===== config.mk =====
export PLATFORM = sky130hd
export DESIGN_NAME = led_flash_scheduler
export DESIGN_NICKNAME = d
export VERILOG_FILES = /design/src/rtl/led_flash_scheduler.sv
export SDC_FILE = /design/constraint.sdc
export NUM_CORES = 1
export LEC_CHECK = 0
export CAP_MARGIN = 40
export CELL_PAD_IN_SITES_DETAIL_PLACEMENT = 1
export CELL_PAD_IN_SITES_GLOBAL_PLACEMENT = 1
export CORE_MARGIN = 5
export CORE_UTILIZATION = 49
export DETAILED_ROUTE_END_ITERATION = 8
export DONT_BUFFER_PORTS = 1
export PLACE_DENSITY_LB_ADDON = 0.1
export SYNTH_ARGS = -nofsm -noshare
export SYNTH_HDL_FRONTEND = slang
export SYNTH_SLANG_ARGS = --single-unit

===== constraint.sdc =====
create_clock -name clock -period 4.2 [get_ports clock]
set_clock_uncertainty 0.1 [all_clocks]
set_input_delay 1.26 -clock clock [delete_from_list [all_inputs] [get_ports clock]]
set_output_delay 1.26 -clock clock [all_outputs]
set_load 0.005 [all_outputs]

===== src/rtl/led_flash_scheduler.sv =====
// led_flash_scheduler
// Queues LED colour commands written by the processor and plays them back.
// Each command produces one flash: the selected LED is lit for ON_CYCLES
// clocks, then every LED is dark for GAP_CYCLES clocks.
// A write with bit 2 set flushes the scheduler instead of queueing a colour.
// DEPTH must be a power of two >= 2, so the FIFO pointers wrap naturally.
// ON_CYCLES and GAP_CYCLES must each be >= 1.
module led_flash_scheduler #(
    parameter int DEPTH      = 8,
    parameter int ON_CYCLES  = 25000000,
    parameter int GAP_CYCLES = 12500000
) (
    input  logic        clock,
    input  logic        reset,
    input  logic        wr_en,
    input  logic [31:0] wr_data,
    output logic        red_led,
    output logic        blue_led,
    output logic        green_led,
    output logic        yellow_led,
    output logic [31:0] status
);

    localparam int MAX_CYCLES = (ON_CYCLES > GAP_CYCLES) ? ON_CYCLES : GAP_CYCLES;
    localparam int CW         = (MAX_CYCLES > 1) ? $clog2(MAX_CYCLES) : 1;
    localparam int PW         = $clog2(DEPTH);
    localparam int LW         = $clog2(DEPTH + 1);

    localparam logic [CW-1:0] ON_LOAD   = CW'(ON_CYCLES - 1);
    localparam logic [CW-1:0] GAP_LOAD  = CW'(GAP_CYCLES - 1);
    localparam logic [LW-1:0] DEPTH_LVL = LW'(DEPTH);

    typedef enum logic [1:0] {
        IDLE,
        ON,
        GAP
    } state_t;

    // Command FIFO
    logic [1:0]    mem [DEPTH];
    logic [PW-1:0] wr_ptr;
    logic [PW-1:0] rd_ptr;
    logic [LW-1:0] level;
    logic          overflow;

    // Flash sequencer
    state_t        state;
    logic [CW-1:0] count;
    logic [3:0]    leds;   // {yellow, green, blue, red}

    logic          full;
    logic          flush;
    logic          write_color;
    logic          push;
    logic          pop;
    logic          unused_wr_bits;

    // Upper store-data bits carry no meaning for this register.
    assign unused_wr_bits = ^wr_data[31:3];

    assign full        = (level == DEPTH_LVL);
    assign flush       = wr_en & wr_data[2];
    assign write_color = wr_en & ~wr_data[2];
    // A write that finds the queue full is dropped even if a pop frees a slot
    // on the same edge, so acceptance depends only on the pre-edge level.
    assign push        = write_color & ~full;
    // The sequencer takes a new entry when idle, or when a gap ends.
    // Flush overrides both the pop and the push.
    assign pop         = ~flush & (level != '0) &
                         ((state == IDLE) | ((state == GAP) & (count == '0)));

    // Colour storage: written on accepted pushes only.
    // NOTE: the storage array has no reset; pointers and level define which
    // entries are valid, so resetting the data would only cost logic.
    always_ff @(posedge clock) begin
        if (push) begin
            mem[wr_ptr] <= wr_data[1:0];
        end
    end

    // FIFO pointers, fill level and sticky overflow flag.
    // NOTE: all state registers use non-blocking assignments so every register
    // samples pre-edge values, regardless of statement or block order.
    always_ff @(posedge clock or negedge reset) begin
        if (!reset) begin
            wr_ptr   <= '0;
            rd_ptr   <= '0;
            level    <= '0;
            overflow <= 1'b0;
        end else if (flush) begin
            wr_ptr   <= '0;
            rd_ptr   <= '0;
            level    <= '0;
            overflow <= 1'b0;
        end else begin
            if (push) begin
                wr_ptr <= wr_ptr + 1'b1;
            end
            if (pop) begin
                rd_ptr <= rd_ptr + 1'b1;
            end
            if (push && !pop) begin
                level <= level + 1'b1;
            end else if (pop && !push) begin
                level <= level - 1'b1;
            end
            if (write_color && full) begin
                overflow <= 1'b1;
            end
        end
    end

    // Flash sequencer: IDLE -> ON (ON_CYCLES) -> GAP (GAP_CYCLES) -> ON or IDLE.
    always_ff @(posedge clock or negedge reset) begin
        if (!reset) begin
            state <= IDLE;
            count <= '0;
            leds  <= '0;
        end else if (flush) begin
            state <= IDLE;
            count <= '0;
            leds  <= '0;
        end else begin
            case (state)
                IDLE: begin
                    if (pop) begin
                        leds  <= 4'b0001 << mem[rd_ptr];
                        count <= ON_LOAD;
                        state <= ON;
                    end
                end
                ON: begin
                    if (count == '0) begin
                        leds  <= '0;
                        count <= GAP_LOAD;
                        state <= GAP;
                    end else begin
                        count <= count - 1'b1;
                    end
                end
                GAP: begin
                    if (count == '0) begin
                        if (pop) begin
                            leds  <= 4'b0001 << mem[rd_ptr];
                            count <= ON_LOAD;
                            state <= ON;
                        end else begin
                            state <= IDLE;
                        end
                    end else begin
                        count <= count - 1'b1;
                    end
                end
                default: begin
                    state <= IDLE;
                    count <= '0;
                    leds  <= '0;
                end
            endcase
        end
    end

    assign red_led    = leds[0];
    assign blue_led   = leds[1];
    assign green_led  = leds[2];
    assign yellow_led = leds[3];

    assign status = {24'b0, 4'(level), 1'b0, overflow, full,
                     (state != IDLE) | (level != '0)};

endmodule

==> results of run 1 <==
synthesized netlist by cell type (all sizes together) (3+ instances only):
| cell type | n | area [sq um] |
|---|---|---|
| xor2 | 7 | 61.31 |
| nor3 | 19 | 111.4 |
| nor3b | 6 | 50.05 |
| or4 | 4 | 30.03 |
| buf | 36 | 270.3 |
| a211oi | 4 | 47.54 |
| mux4 | 4 | 90.09 |
| a2111oi | 3 | 32.53 |
| edfxtp | 16 | 480.5 |
| nand2 | 31 | 118.9 |
| nand4 | 5 | 58.80 |
| nor2 | 32 | 122.6 |
| ha | 6 | 75.07 |
| and2 | 3 | 20.02 |
| nand2b | 4 | 25.02 |
| or2 | 4 | 25.03 |
| a311oi | 3 | 26.28 |
| dfrtp | 42 | 1051 |
| clkbuf | 10 | 38.78 |
| nor2b | 3 | 18.77 |
| o22ai | 5 | 31.28 |
| a21oi | 33 | 176.4 |
| mux2i | 6 | 60.06 |
| a31oi | 7 | 43.79 |
| nor4 | 8 | 110.1 |
| nand3 | 11 | 55.05 |
| xnor2 | 3 | 33.79 |
| inv | 8 | 30.03 |
| a32o | 4 | 40.04 |
| o21ai | 28 | 143.9 |
where the power goes:
part	internal, W	total [W]	leakage (nW)	switching, W
clock	0.000209	0.000447	0.0734	0.000238
sequential	0.000732	0.00100	0.685	0.000272
combinational	0.000387	0.000901	0.792	0.000513
total	0.00133	0.00235	1.55	0.00102
worst max-delay path: stages, from the launching register on:
cell,delay (ns)
dfrtp_1,0.40
inv_1,0.13
ha_1,0.21
nor3b_1,0.31
nand4_2,0.24
o21ai_2,0.23
nand2_2,0.17
nand2_1,0.15
ha_1,0.25
a21o_1,0.18
a21oi_1,0.30
nor3b_1,0.10
a2111oi_0,0.43
o21ai_0,0.15
logic make-up after synthesis:
group | share of synthesized area [%]
xor gates and xnor gates | 2.510
other | 0.09898
adders and majority gates | 2.510
muxes | 4.260
AOI/OAI and AO/OA | 19.22
DFF | 40.42
and+or+nand+nor | 21.93
buffers and inverters | 9.048
cell type report:
type / instances / share of cell area (%)
repair buffers: 11 / 2.095
clock inverters: 6 / 0.8886
well taps: 102 / 3.237
clock buffers: 10 / 3.237
flip-flops and latches: 58 / 38.84
inverters: 9 / 0.8569
multi-input cells: 299 / 50.84
registers in the layout, summed over array words and instances, names as in the netlist:
signal	count
mem	16
state	2
wr_ptr	3
level	4
leds	4
overflow	1
count	25
rd_ptr	3
routing by layer:
layer | vias up | track usage, % | wire [um]
met5 | - | 0 | 0
met4 | 0 | 6.709 | 204
met3 | 16 | 4.786 | 394
met2 | 51 | 37.43 | 5246
met1 | 1516 | 27.90 | 4302
li1 | 1386 | - | -
worst max path at each step:
stage	slack, ns	from	end	cells past startpoint
after detailed placement	0.58	wr_en	level[3]	10
after global placement	0.64	wr_en	level[3]	10
after CTS	0.71	count[1]	level[3]	13
final	0.69	count[1]	level[3]	13
after floorplan	0.46	wr_en	level[3]	12
after global routing	0.40	count[1]	level[3]	13
layout by cell type (no fill, tap or decap), types with 4 or more instances in the layout:
cell type / instances
nor3b_1: 5
xor2_1: 7
o22ai_1: 5
edfxtp_1: 16
inv_1: 8
or4_1: 4
o21ai_1: 5
a32o_1: 4
nor4_1: 4
buf_4: 11
nor2_1: 31
clkbuf_8: 9
ha_1: 6
mux2i_1: 6
nor3_1: 17
nand3_1: 11
nand2_1: 30
dfrtp_1: 42
mux4_2: 4
conb_1: 25
o21ai_0: 22
a31oi_1: 7
a21oi_1: 30
nand2b_1: 4
nor4_4: 4
per-stage QoR:
step           hold slack, ns  instances  utilization, %
5_1_grt                0.4669        495           51.55
2_1_floorplan          0.3637        412               -
4_1_cts                0.4410        495           51.55
6_report               0.4349        495           51.55
3_5_place_dp           0.4311        479           49.43
3_3_place_gp           0.4137        479           49.43
==> metrics.md, run 1 <==
| Metric | Value |
|---|---|
| Kind of critical path | reg -> reg |
| Critical path peak fanout | 7 |
| Reg-to-reg endpoint | level[3] |
| R2R Setup Slk | 0.69 ns |
| Register Area | 1531 sq um |
| Dpl cell area | 3780 sq um |
| Setup TNS | 0 ns |
| Worst setup EP type | register |
| 1st-iter DRT viols | 157 |
| CTS tree | built |
| Finished layout cell area | 3943 sq um |
| Reg2reg path depth | 13 |
| Worst-Skew Late Latency | 0.35 ns |
| Unrepaired setup endpoints after global routing | false |
| Die X-Extent | 97.93 um |
| Static leakage | 1.550 nW |
| Hold path depth | 2 |
| Drc violations | 0 |
| Worst-path clk slew | 0.07 ns |
| Clock Path Buffers | 2 |
| EDFF count, synth | 16 |
| Pin count of the biggest net entering global routing | 43 |
| Tot GR Track Use | 21.96% |
| Initial core utilization | 49.54% |
| # Max-Cap Violations | 0 |
| Final hold viol count | 0 |
| Rel. slew slack | 42.46% |
| First-pass GRT wire length | 16790 um |
| First-pass DRT Iterations | 4 |
| Antenna-violating nets left | 0 |
| Placement row count | 32 |
| Final wirelength | 10150 um |
| Register bit count reported by yosys | 58 |
| FF-to-FF Start | count[1] |
| Avg WL per Cell | 20.50 um |
| Cts hold-fix bufs | 0 |
| Post-CTS setup buffers | 0 |
| Vias post-DR | 2969 |
| Tot Pwr | 0.002351 W |
| Post-synthesis sequential area ratio | 40.42% |
| CTS resizes | 0 |
| H-tree Lvls | 3 |
| Hold Path Class | reg -> reg |
| Fmax | 285.0 MHz |
| Vias in the first global route | 3060 |
| Fill count | 888 |
| Final slew viol count | 0 |
| Synth warn | 0 |
| Cts bufs inserted | 9 |
| Hold Crit Endpoint | count[17] |
| Synth Flop Type | dfrtp_1 |
| Cells after synthesis | 388 |
| CTS Sinks | 58 |
| Nets | 430 |
| Area Overhead vs Synth | 4.062% |
| Die ar. | 9590 sq um |
| Core area | 7647 sq um |
| Detailed Place HPWL | 7369 um |
| Port bufs | 0 |
| Congestion Overflow GR | 0 |
| Average size of a mapped cell | 9.765 sq um |
| Post-Syn Area | 3789 sq um |
| Max rail drop VDD | 0.0002231 V |
| Initial antenna violation count | 0 |
| Status | completed |
| Clock root buffer | clkbuf_8 |
| Vias per inst | 5.998 |
| Slew @ Worst Pin | 0.8631 ns |
| Number of diodes | 0 |
| # setup viols final | 0 |
| Post-synth cell types | 77 |
| Hold Crit Start | count[17] |
| Type of origin of the critical path | register |
| Final period util | 83.54% |
| Crit path DAT | 3.61 ns |
| Final WS setup | 0.6914 ns |
| Multi-input logic area | 2004 sq um |
| Layout cells sized above 1 | 13.99% |
| Die H | 97.93 um |
| Post-route minimum period | 3.509 ns |
| I/O pin total | 71 |
| Pwr Density | 596.3 nW/um^2 |
| GPL Wtd Cong | 0.8447 |
| Critical Path RT | 4.30 ns |
| Placement Setup Slack | 0.5761 ns |
| Post-synth ARST share | 72.41% |
(Power assumes the default switching activity.)
==> run 2, diff against run 1 <==
==> constraint.sdc (replaced) <==
create_clock -name clock -period 3.4 [get_ports clock]
set_clock_uncertainty 0.1 [all_clocks]
set_input_delay 1.02 -clock clock [delete_from_list [all_inputs] [get_ports clock]]
set_output_delay 1.02 -clock clock [all_outputs]
set_load 0.005 [all_outputs]
==> metrics.md, run 2 (synthesis gave the netlist of run 1 again) <==
| Metric | Value |
|---|---|
| Congestion Overflow GR | 0 |
| Hold Path Class | in -> async |
| Cts bufs inserted | 9 |
| Max rail drop VDD | 0.0003317 V |
| Vias per inst | 6.036 |
| GR Util met3 | 3.500% |
| GPL Wtd Cong | 0.8672 |
| Fill count | 890 |
| Nets | 439 |
| Crit path top cell by count | ha_1 |
| Vias post-DR | 3042 |
| Initial core utilization | 49.54% |
| Pwr Density | 769.4 nW/um^2 |
| Status | completed |
| Largest Register | count |
| Crit path buf inv count | 1 |
| Die ar. | 9590 sq um |
| Placement row count | 32 |
| # Max-Cap Violations | 0 |
| Tot GR Track Use | 22.46% |
| Type of origin of the critical path | register |
| First-pass DRT Iterations | 4 |
| Core area | 7647 sq um |
| Top Usage Layer GRT | met2 |
| Unrepaired setup endpoints after global routing | false |
| Grt met1 use | 29.76% |
| Setup TNS | 0 ns |
| Drc violations | 0 |
| Critical path peak fanout | 5 |
| Layout cells sized above 1 | 17.16% |
| Largest registers | count: 25 flops, mem: 16 flops |
| Final Non-Filler Cells | 504 |
| Final wirelength | 10350 um |
| Antenna-violating nets left | 0 |
| Static leakage | 1.633 nW |
| Reg2reg path depth | 13 |
| # setup viols final | 0 |
| Slew @ Worst Pin | 0.7535 ns |
| Rel. slew slack | 49.66% |
| Critical Path RT | 3.51 ns |
| Crit path DAT | 3.30 ns |
| Port bufs | 0 |
| Worst-path clk slew | 0.08 ns |
| Final period util | 93.83% |
| Avg WL per Cell | 20.54 um |
| First-pass GRT wire length | 17020 um |
| Die H | 97.93 um |
| Worst setup EP type | register |
| CTS tree | built |
| CP Depth | 13 |
| H-tree Lvls | 3 |
| Post-route minimum period | 3.190 ns |
| FF-to-FF Start | count[0] |
| Dpl cells | 488 |
| Number of diodes | 0 |
| Kind of critical path | reg -> reg |
| I/O pin total | 71 |
| Pin count of the biggest net entering global routing | 43 |
| Number of flip-flops under the largest register name | 25 |
| CP max stage delay | 0.43 ns |
| 1st-iter DRT viols | 197 |
| Crit path launch | count[0] |
| CP Cell Sequence | inv_1, ha_1, nor3b_2, nand4_2, o21ai_2, nand2_2, nand2_1, ha_1, a21o_1, a21oi_2, nor3b_1, a2111oi_0, o21ai_0 |
| Largest delay share family, worst path | compound AO/OA/AOI/OAI gates |
| Clock Path Buffers | 2 |
| Vias in the first global route | 3157 |
| Final hold viol count | 0 |
| Die X-Extent | 97.93 um |
| CTS Sinks | 58 |
| Worst-Skew Late Latency | 0.34 ns |
| Fmax | 313.5 MHz |
| Detailed Place HPWL | 7475 um |
| Commonest non-fill, non-tap cell in the layout | dfrtp_1 |
| Most frequent cells in the layout | 42 x dfrtp_1, 31 x nor2_1, 30 x nand2_1, 29 x a21oi_1, 25 x conb_1 |
| Initial antenna violation count | 0 |
| Global routing usage on met2 | 36.34% |
| Area Overhead vs Synth | 7.761% |
| Final slew viol count | 0 |
| Clock root buffer | clkbuf_8 |
| Util after Layout | 53.39% |
| Slowest cell on crit path | a2111oi_0 |
==> run 2: final cells by class <==
cell class	count	area, sq um	area share, %
Timing Repair Buffer	20	150.1	3.678
Multi-Input combinational cell	299	2013	49.31
Tap cell	102	127.6	3.126
Clock inverter	7	102.6	2.513
Sequential cell	58	1531	37.51
Clock buffer	9	123.9	3.034
Inverter	9	33.78	0.8275
==> run 2: path summary, 6_finish.rpt <==
path | slack, ns | endpoint
setup / recovery | 0.21 | level[3]
hold / removal | 0.26 | count[14]
setup reg to reg | 0.21 | level[3]
hold reg to reg | 0.44 | count[17]
max in group asynchronous | 2.82 | count[7]
min in group clock | 0.44 | count[17]
==> run 2: timing repair <==
| action | 4_1_cts | 5_1_grt |
|---|---|---|
| endpoints found under the hold margin | 0 | 0 |
| setup buffers | 0 | 0 |
| resized for setup | 0 | 1 |
| hold buffers | 0 | 0 |
| endpoints found under the setup margin | 0 | 1 |
==> run 2: worst register-to-register path, cell delays in order, from the launching register on <==
cell,delay [ns]
dfrtp_1,0.42
inv_1,0.12
ha_1,0.23
nor3b_2,0.28
nand4_2,0.16
o21ai_2,0.23
nand2_2,0.09
nand2_1,0.12
ha_1,0.25
a21o_1,0.19
a21oi_2,0.21
nor3b_1,0.08
a2111oi_0,0.43
o21ai_0,0.15
==> run 2: power breakdown <==
part / leakage [nW] / switching, W / internal [W]
combinational: 0.838 / 0.000669 / 0.000519
clock: 0.110 / 0.000316 / 0.000419
sequential: 0.685 / 0.000315 / 0.000904
total: 1.63 / 0.00130 / 0.00184
==> run 2: per-stage QoR <==
stage	cell area, sq um	hold slack [ns]	total power (W)	worst slack (ns)
3_3_place_gp	3851	0.4101	0.002354	0.1835
6_report	4083	0.2635	0.003141	0.2097
2_1_floorplan	3882	0.3637	0.002082	0.0002864
5_1_grt	4083	0.2344	0.003354	0.1073
3_5_place_dp	3851	0.4345	0.002409	0.1546
4_1_cts	4078	0.2457	0.003157	0.1391
==> run 2: per-layer routing <==
| layer | part of all wire (%) | up-vias |
|---|---|---|
| li1 | - | 1400 |
| met1 | 44 | 1532 |
| met2 | 49 | 91 |
| met3 | 5.4 | 19 |
| met4 | 2.2 | 0 |
| met5 | 0 | - |
==> variant 1 (flow settings as in run 2) <==
Set the parameter `ON_CYCLES` to 50000000 (it was 25000000).
--- a/src/rtl/led_flash_scheduler.sv
+++ b/src/rtl/led_flash_scheduler.sv
@@ -9,3 +9,3 @@
     parameter int DEPTH      = 8,
-    parameter int ON_CYCLES  = 25000000,
+    parameter int ON_CYCLES  = 50000000,
     parameter int GAP_CYCLES = 12500000
Formal check against the unedited RTL: same outputs for any inputs over 10 cycles, from zero or initial values and one cycle with reset low; that may be too few to reach the edited logic, so the function may still have changed.
==> variant 1 against run 2 <==
  * Critical path depth is 3 lower
  * Total power is 6.5% lower
  * Combinational power is 9% lower
  * Cell area is 0.21% higher
  * Largest cell class unchanged
  * Worst setup slack worse by 0.013 ns
  * Sequential share of layout area increased by 0.53 points
  * Final cell count is 5.0% higher
  * Largest power group unchanged
  * Sequential cell count is 1 higher
  * Maximum frequency is 0.42% lower
  * Area after synthesis is 1.1% higher
  * Routed wire length is 2.3% higher
==> variant 1: results (changes against run 2) <==
status: finished clean (unchanged)
multi-input logic area: 0.00202 sq mm (was 0.00201 sq mm)
compound-gate portion of the synthesized area: 18.0% (was 19.2%)
register share of the cell area: 38.0% (was 37.5%)
vias per cell: 6.05 (was 6.04)
wire length on met3: 704 microns (was 562 microns)
buffer share of cell area: 3.67% (was 3.68%)
final net count: 464 (was 439)
Static Leak: 1.70 nW (was 1.63 nW)
Synth Area in Adders: 2.48% (was 2.51%)
inverter count: 10 (was 9)
Mapped Cells: 412 (was 388)
share of layout cells above drive strength 1: 14.3% (was 17.2%)
n_diodes: 0 (unchanged)
asr flop ratio synth: 72.9% (was 72.4%)
global-route wire length before repair: 17,800 microns (was 17,000 microns)
synth top area cells: dfrtp_1 (28%), edfxtp_1 (13%), buf_4 (5.7%) (was dfrtp_1 (28%), edfxtp_1 (13%), buf_4 (5.4%))
DR WL met2: 4920 microns (was 5030 microns)
area grow syn2layout: 6.83% (was 7.76%)
vias in the first global route: 3,375 (was 3,157)
hpwl dp: 7670 microns (was 7470 microns)
Post-CTS Setup Bufs: 0 (unchanged)
Top Registers: count: 26 flops, mem: 16 flops (was count: 25 flops, mem: 16 flops)
buffers outside the clock class: 20 (unchanged)
main combinational cell family by area after synthesis: simple AND/OR/NAND/NOR gates (unchanged)
most instantiated cells after synthesis: dfrtp_1 (43), nand2_1 (40), nor2_1 (35), a21oi_1 (34), buf_4 (29) (was dfrtp_1 (42), nor2_1 (31), a21oi_1 (30), nand2_1 (30), buf_4 (27))
slew at the pin closest to its max-slew limit: 0.790 ns (was 0.753 ns)
largest net degree at the start of global routing: 44 (was 43)
fillers: 920 (was 890)
Clock Sink Count: 59 (was 58)
Placed Cells: 513 (was 488)
met1 WL: 4770 microns (was 4530 microns)
Worst Path Max Fanout: 7 (was 5)
clock network area share: 4.92% (was 5.55%)
TritonCTS Buffers: 9 (unchanged)
CTS clk-pin slew, worst paths: 0.08 ns (about the same)
DP Worst Slack: 0.237 ns (was 0.155 ns)
routed via count: 3,202 (was 3,042)
Final GP Congestion: 0.878 (was 0.867)
sequential fraction of the synthesis area: 40.6% (was 40.4%)
Total Routing Usage GR: 23.1% (was 22.5%)
Post-Route WL: 10,600 microns (was 10,400 microns)
comb_multi_in: 322 (was 299)
Yosys cell types: 70 (was 77)
number of DRC markers in iteration 0: 143 (was 197)
Worst VDD drop: 0.390 mV (was 0.332 mV)
mux share of post-synthesis cell area: 3.92% (was 4.26%)
Post-Synth XOR/XNOR Area: 2.29% (was 2.51%)
crit path DAT: 3.33 ns (was 3.30 ns)
==> variant 1: cell count changes after synthesis, sizes merged, moves of 4 or more <==
cell           run 2  this run
and3               1         6
nor2              32        37
a211oi             4         0
nand2             31        43
o31ai              2         6
nor3              19        25
==> variant 1: path summary, 6_finish.rpt <==
| check | end | cells after the start | slack (ns) | startpoint |
|---|---|---|---|---|
| max | level[3] | 10 | 0.20 | count[12] |
| min | count[0] | 0 | 0.25 | reset |
| max reg2reg | level[3] | 10 | 0.20 | count[12] |
| min reg2reg | count[19] | 1 | 0.40 | count[19] |
| max in group asynchronous | count[2] | 0 | 2.82 | reset |
| min in group clock | count[19] | 1 | 0.40 | count[19] |
==> variant 1: metrics by stage <==
stage / utilization (%) / area, sq um
6_report: 53.2 / 4090
5_1_grt: 53.2 / 4090
4_1_cts: 53.2 / 4090
3_5_place_dp: 50.6 / 3890
3_3_place_gp: 50.6 / 3890
2_1_floorplan: - / 3920
==> variant 1: layer usage <==
metal / vias up / global-route usage (%)
li1: 1491 / -
met1: 1600 / 32.1
met2: 96 / 35.6
met3: 15 / 5.38
met4: 0 / 7.88
met5: - / 0
==> variant 1: cells by family after synthesis <==
logic type | Yosys count
AND/OR/NAND/NOR | 164
AO/OA/AOI/OAI | 106
flip-flops | 59
buffers and inverters | 55
XOR/XNOR | 10
multiplexers | 10
adder cells (fa/ha/maj) | 7
other | 1
==> variant 1: worst max-delay path: stages, from the launching register on <==
cell       delay, ns
dfrtp_1         0.47
or4_1           0.61
nand4bb_4       0.24
o21a_4          0.29
o21ai_4         0.22
ha_1            0.27
a21o_1          0.17
a21oi_1         0.30
nor2_1          0.07
a221oi_1        0.26
a31oi_1         0.07
==> variant 1: power by group <==
part	internal (mW)	switching (mW)
combinational	0.481	0.601
sequential	0.913	0.273
clock	0.343	0.328
==> variant 2 (config.mk and constraints of run 2) <==
Without the edit above. Make the reset (`reset`) synchronous in 2 clocked blocks.
--- a/src/rtl/led_flash_scheduler.sv
+++ b/src/rtl/led_flash_scheduler.sv
@@ -83,3 +83,3 @@
     // samples pre-edge values, regardless of statement or block order.
-    always_ff @(posedge clock or negedge reset) begin
+    always_ff @(posedge clock) begin
         if (!reset) begin
@@ -113,3 +113,3 @@
     // Flash sequencer: IDLE -> ON (ON_CYCLES) -> GAP (GAP_CYCLES) -> ON or IDLE.
-    always_ff @(posedge clock or negedge reset) begin
+    always_ff @(posedge clock) begin
         if (!reset) begin
Behaviour: differs if reset is asserted again (counterexample within 4 cycles, from zero or initial values and one cycle with reset low); with reset held inactive, the same outputs for 10 cycles.
==> variant 2 against run 2 <==
  * Total power up 19%
  * Worst setup slack improved by 0.0074 ns
  * Cell area shrank 12%
  * Area after synthesis is 12% lower
  * Maximum frequency increased by 0.23%
  * Via count shrank 11%
  * Sequential cell count rose by 3
  * Core utilization grew 0.15 points
  * Routed wire length decreased by 15%
  * Critical path type unchanged
==> variant 2: results (changes against run 2) <==
final net count: 422 (was 439)
slowest stage delay, CP: 0.55 ns (was 0.43 ns)
Placed Area: 0.00339 sq mm (was 0.00385 sq mm)
status: finished clean (unchanged)
HP Class: reg2reg (was in2async)
sequential fraction of the synthesis area: 41.3% (was 40.4%)
R2R depth: 12 (was 13)
mux share of post-synthesis cell area: 4.19% (was 4.26%)
compound-gate portion of the synthesized area: 18.7% (was 19.2%)
FF-to-FF End: level[3] (unchanged)
Hold EP: leds[2]
TritonCTS Buffers: 9 (unchanged)
Placed Cells: 448 (was 488)
Total Routing Usage GR: 21.3% (was 22.5%)
Worst Path Max Fanout: 6 (was 5)
DP Worst Slack: 0.126 ns (was 0.155 ns)
Mapped Cells: 369 (was 388)
Static Leak: 1.35 nW (was 1.63 nW)
Post-Synth XOR/XNOR Area: 3.40% (was 2.51%)
Hold WS: 0.401 ns (was 0.263 ns)
critical path's slowest cell: or4_4 (was a2111oi_0)
largest net degree at the start of global routing: 21 (was 43)
hpwl dp: 6390 microns (was 7470 microns)
most instantiated cells after synthesis: nor2_1 (46), dfxtp_1 (45), buf_4 (28), nand2_1 (28), o21ai_0 (19) (was dfrtp_1 (42), nor2_1 (31), a21oi_1 (30), nand2_1 (30), buf_4 (27))
CP delay by family, top: simple AND/OR/NAND/NOR gates (was compound AO/OA/AOI/OAI gates)
reg-to-reg startpoint: count[18] (was count[0])
Worst VDD drop: 0.381 mV (was 0.332 mV)
Final GP Congestion: 0.854 (was 0.867)
CP Launch Point: count[18] (was count[0])
vias per cell: 5.86 (was 6.04)
Post-Route WL: 8790 microns (was 10,400 microns)
crit path DAT: 3.35 ns (was 3.30 ns)
number of DRC markers in iteration 0: 267 (was 197)
share of layout cells above drive strength 1: 11.7% (was 17.2%)
Synth Area in Adders: 3.51% (was 2.51%)
PortBufs: 0 (unchanged)
vias in the first global route: 2,826 (was 3,157)
slew at the pin closest to its max-slew limit: 0.816 ns (was 0.753 ns)
Yosys cell types: 58 (was 77)
global-route wire length before repair: 14,200 microns (was 17,000 microns)
largest area contributor in the netlist: dfxtp_1 (was dfrtp_1)
-- variant 2: logic make-up (layout without fill, tap and decap cells) --
family / after synthesis / in the layout
XOR/XNOR: 13 / 13
other: 1 / 25
buffers and inverters: 47 / 38
adder cells (fa/ha/maj): 9 / 9
flip-flops: 61 / 61
AND/OR/NAND/NOR: 138 / 138
AO/OA/AOI/OAI: 91 / 91
multiplexers: 9 / 9
-- variant 2: power by group through the flow --
stage | Combinational [mW] | Sequential (mW) | Clock (mW)
2_1_floorplan | 1.48 | 1.06 | 0
3_3_place_gp | 1.88 | 1.10 | 0
3_5_place_dp | 1.94 | 1.12 | 0
4_1_cts | 1.96 | 1.10 | 0.667
5_1_grt | 2.18 | 1.13 | 0.704
6_report | 1.98 | 1.10 | 0.651
-- variant 2: how the worst max path moves through the flow --
stage                           to  cells after the start
after CTS                 level[3]                     12
after global routing      level[3]                     12
after floorplan           level[3]                     13
after global placement    level[3]                     12
after detailed placement  level[3]                     12
final                     level[3]                     12
-- variant 2: area by class of cell --
| type | instances | area, sq um |
|---|---|---|
| sequential | 61 | 1380 |
| clock buffer | 9 | 124 |
| timing repair buffer | 16 | 120 |
| clock inverter | 7 | 75.1 |
| multi-input combinational | 285 | 1770 |
| tap | 80 | 100 |
| inverter | 6 | 22.5 |
| fill | 793 | 3120 |
-- variant 2: metal layers --
metal	GRT usage [%]	part of all wire, %	vias to the layer above
met5	0	0	-
met4	6.96	1.9	0
met3	4.87	4.3	16
met2	37.3	51	52
met1	25.7	43	1320
li1	-	-	1329
-- variant 2: what timing repair did --
action | CTS | global route
gates resized for setup | 0 | 3
endpoints found under the setup margin | 0 | 1
endpoints found under the hold margin | 0 | 0
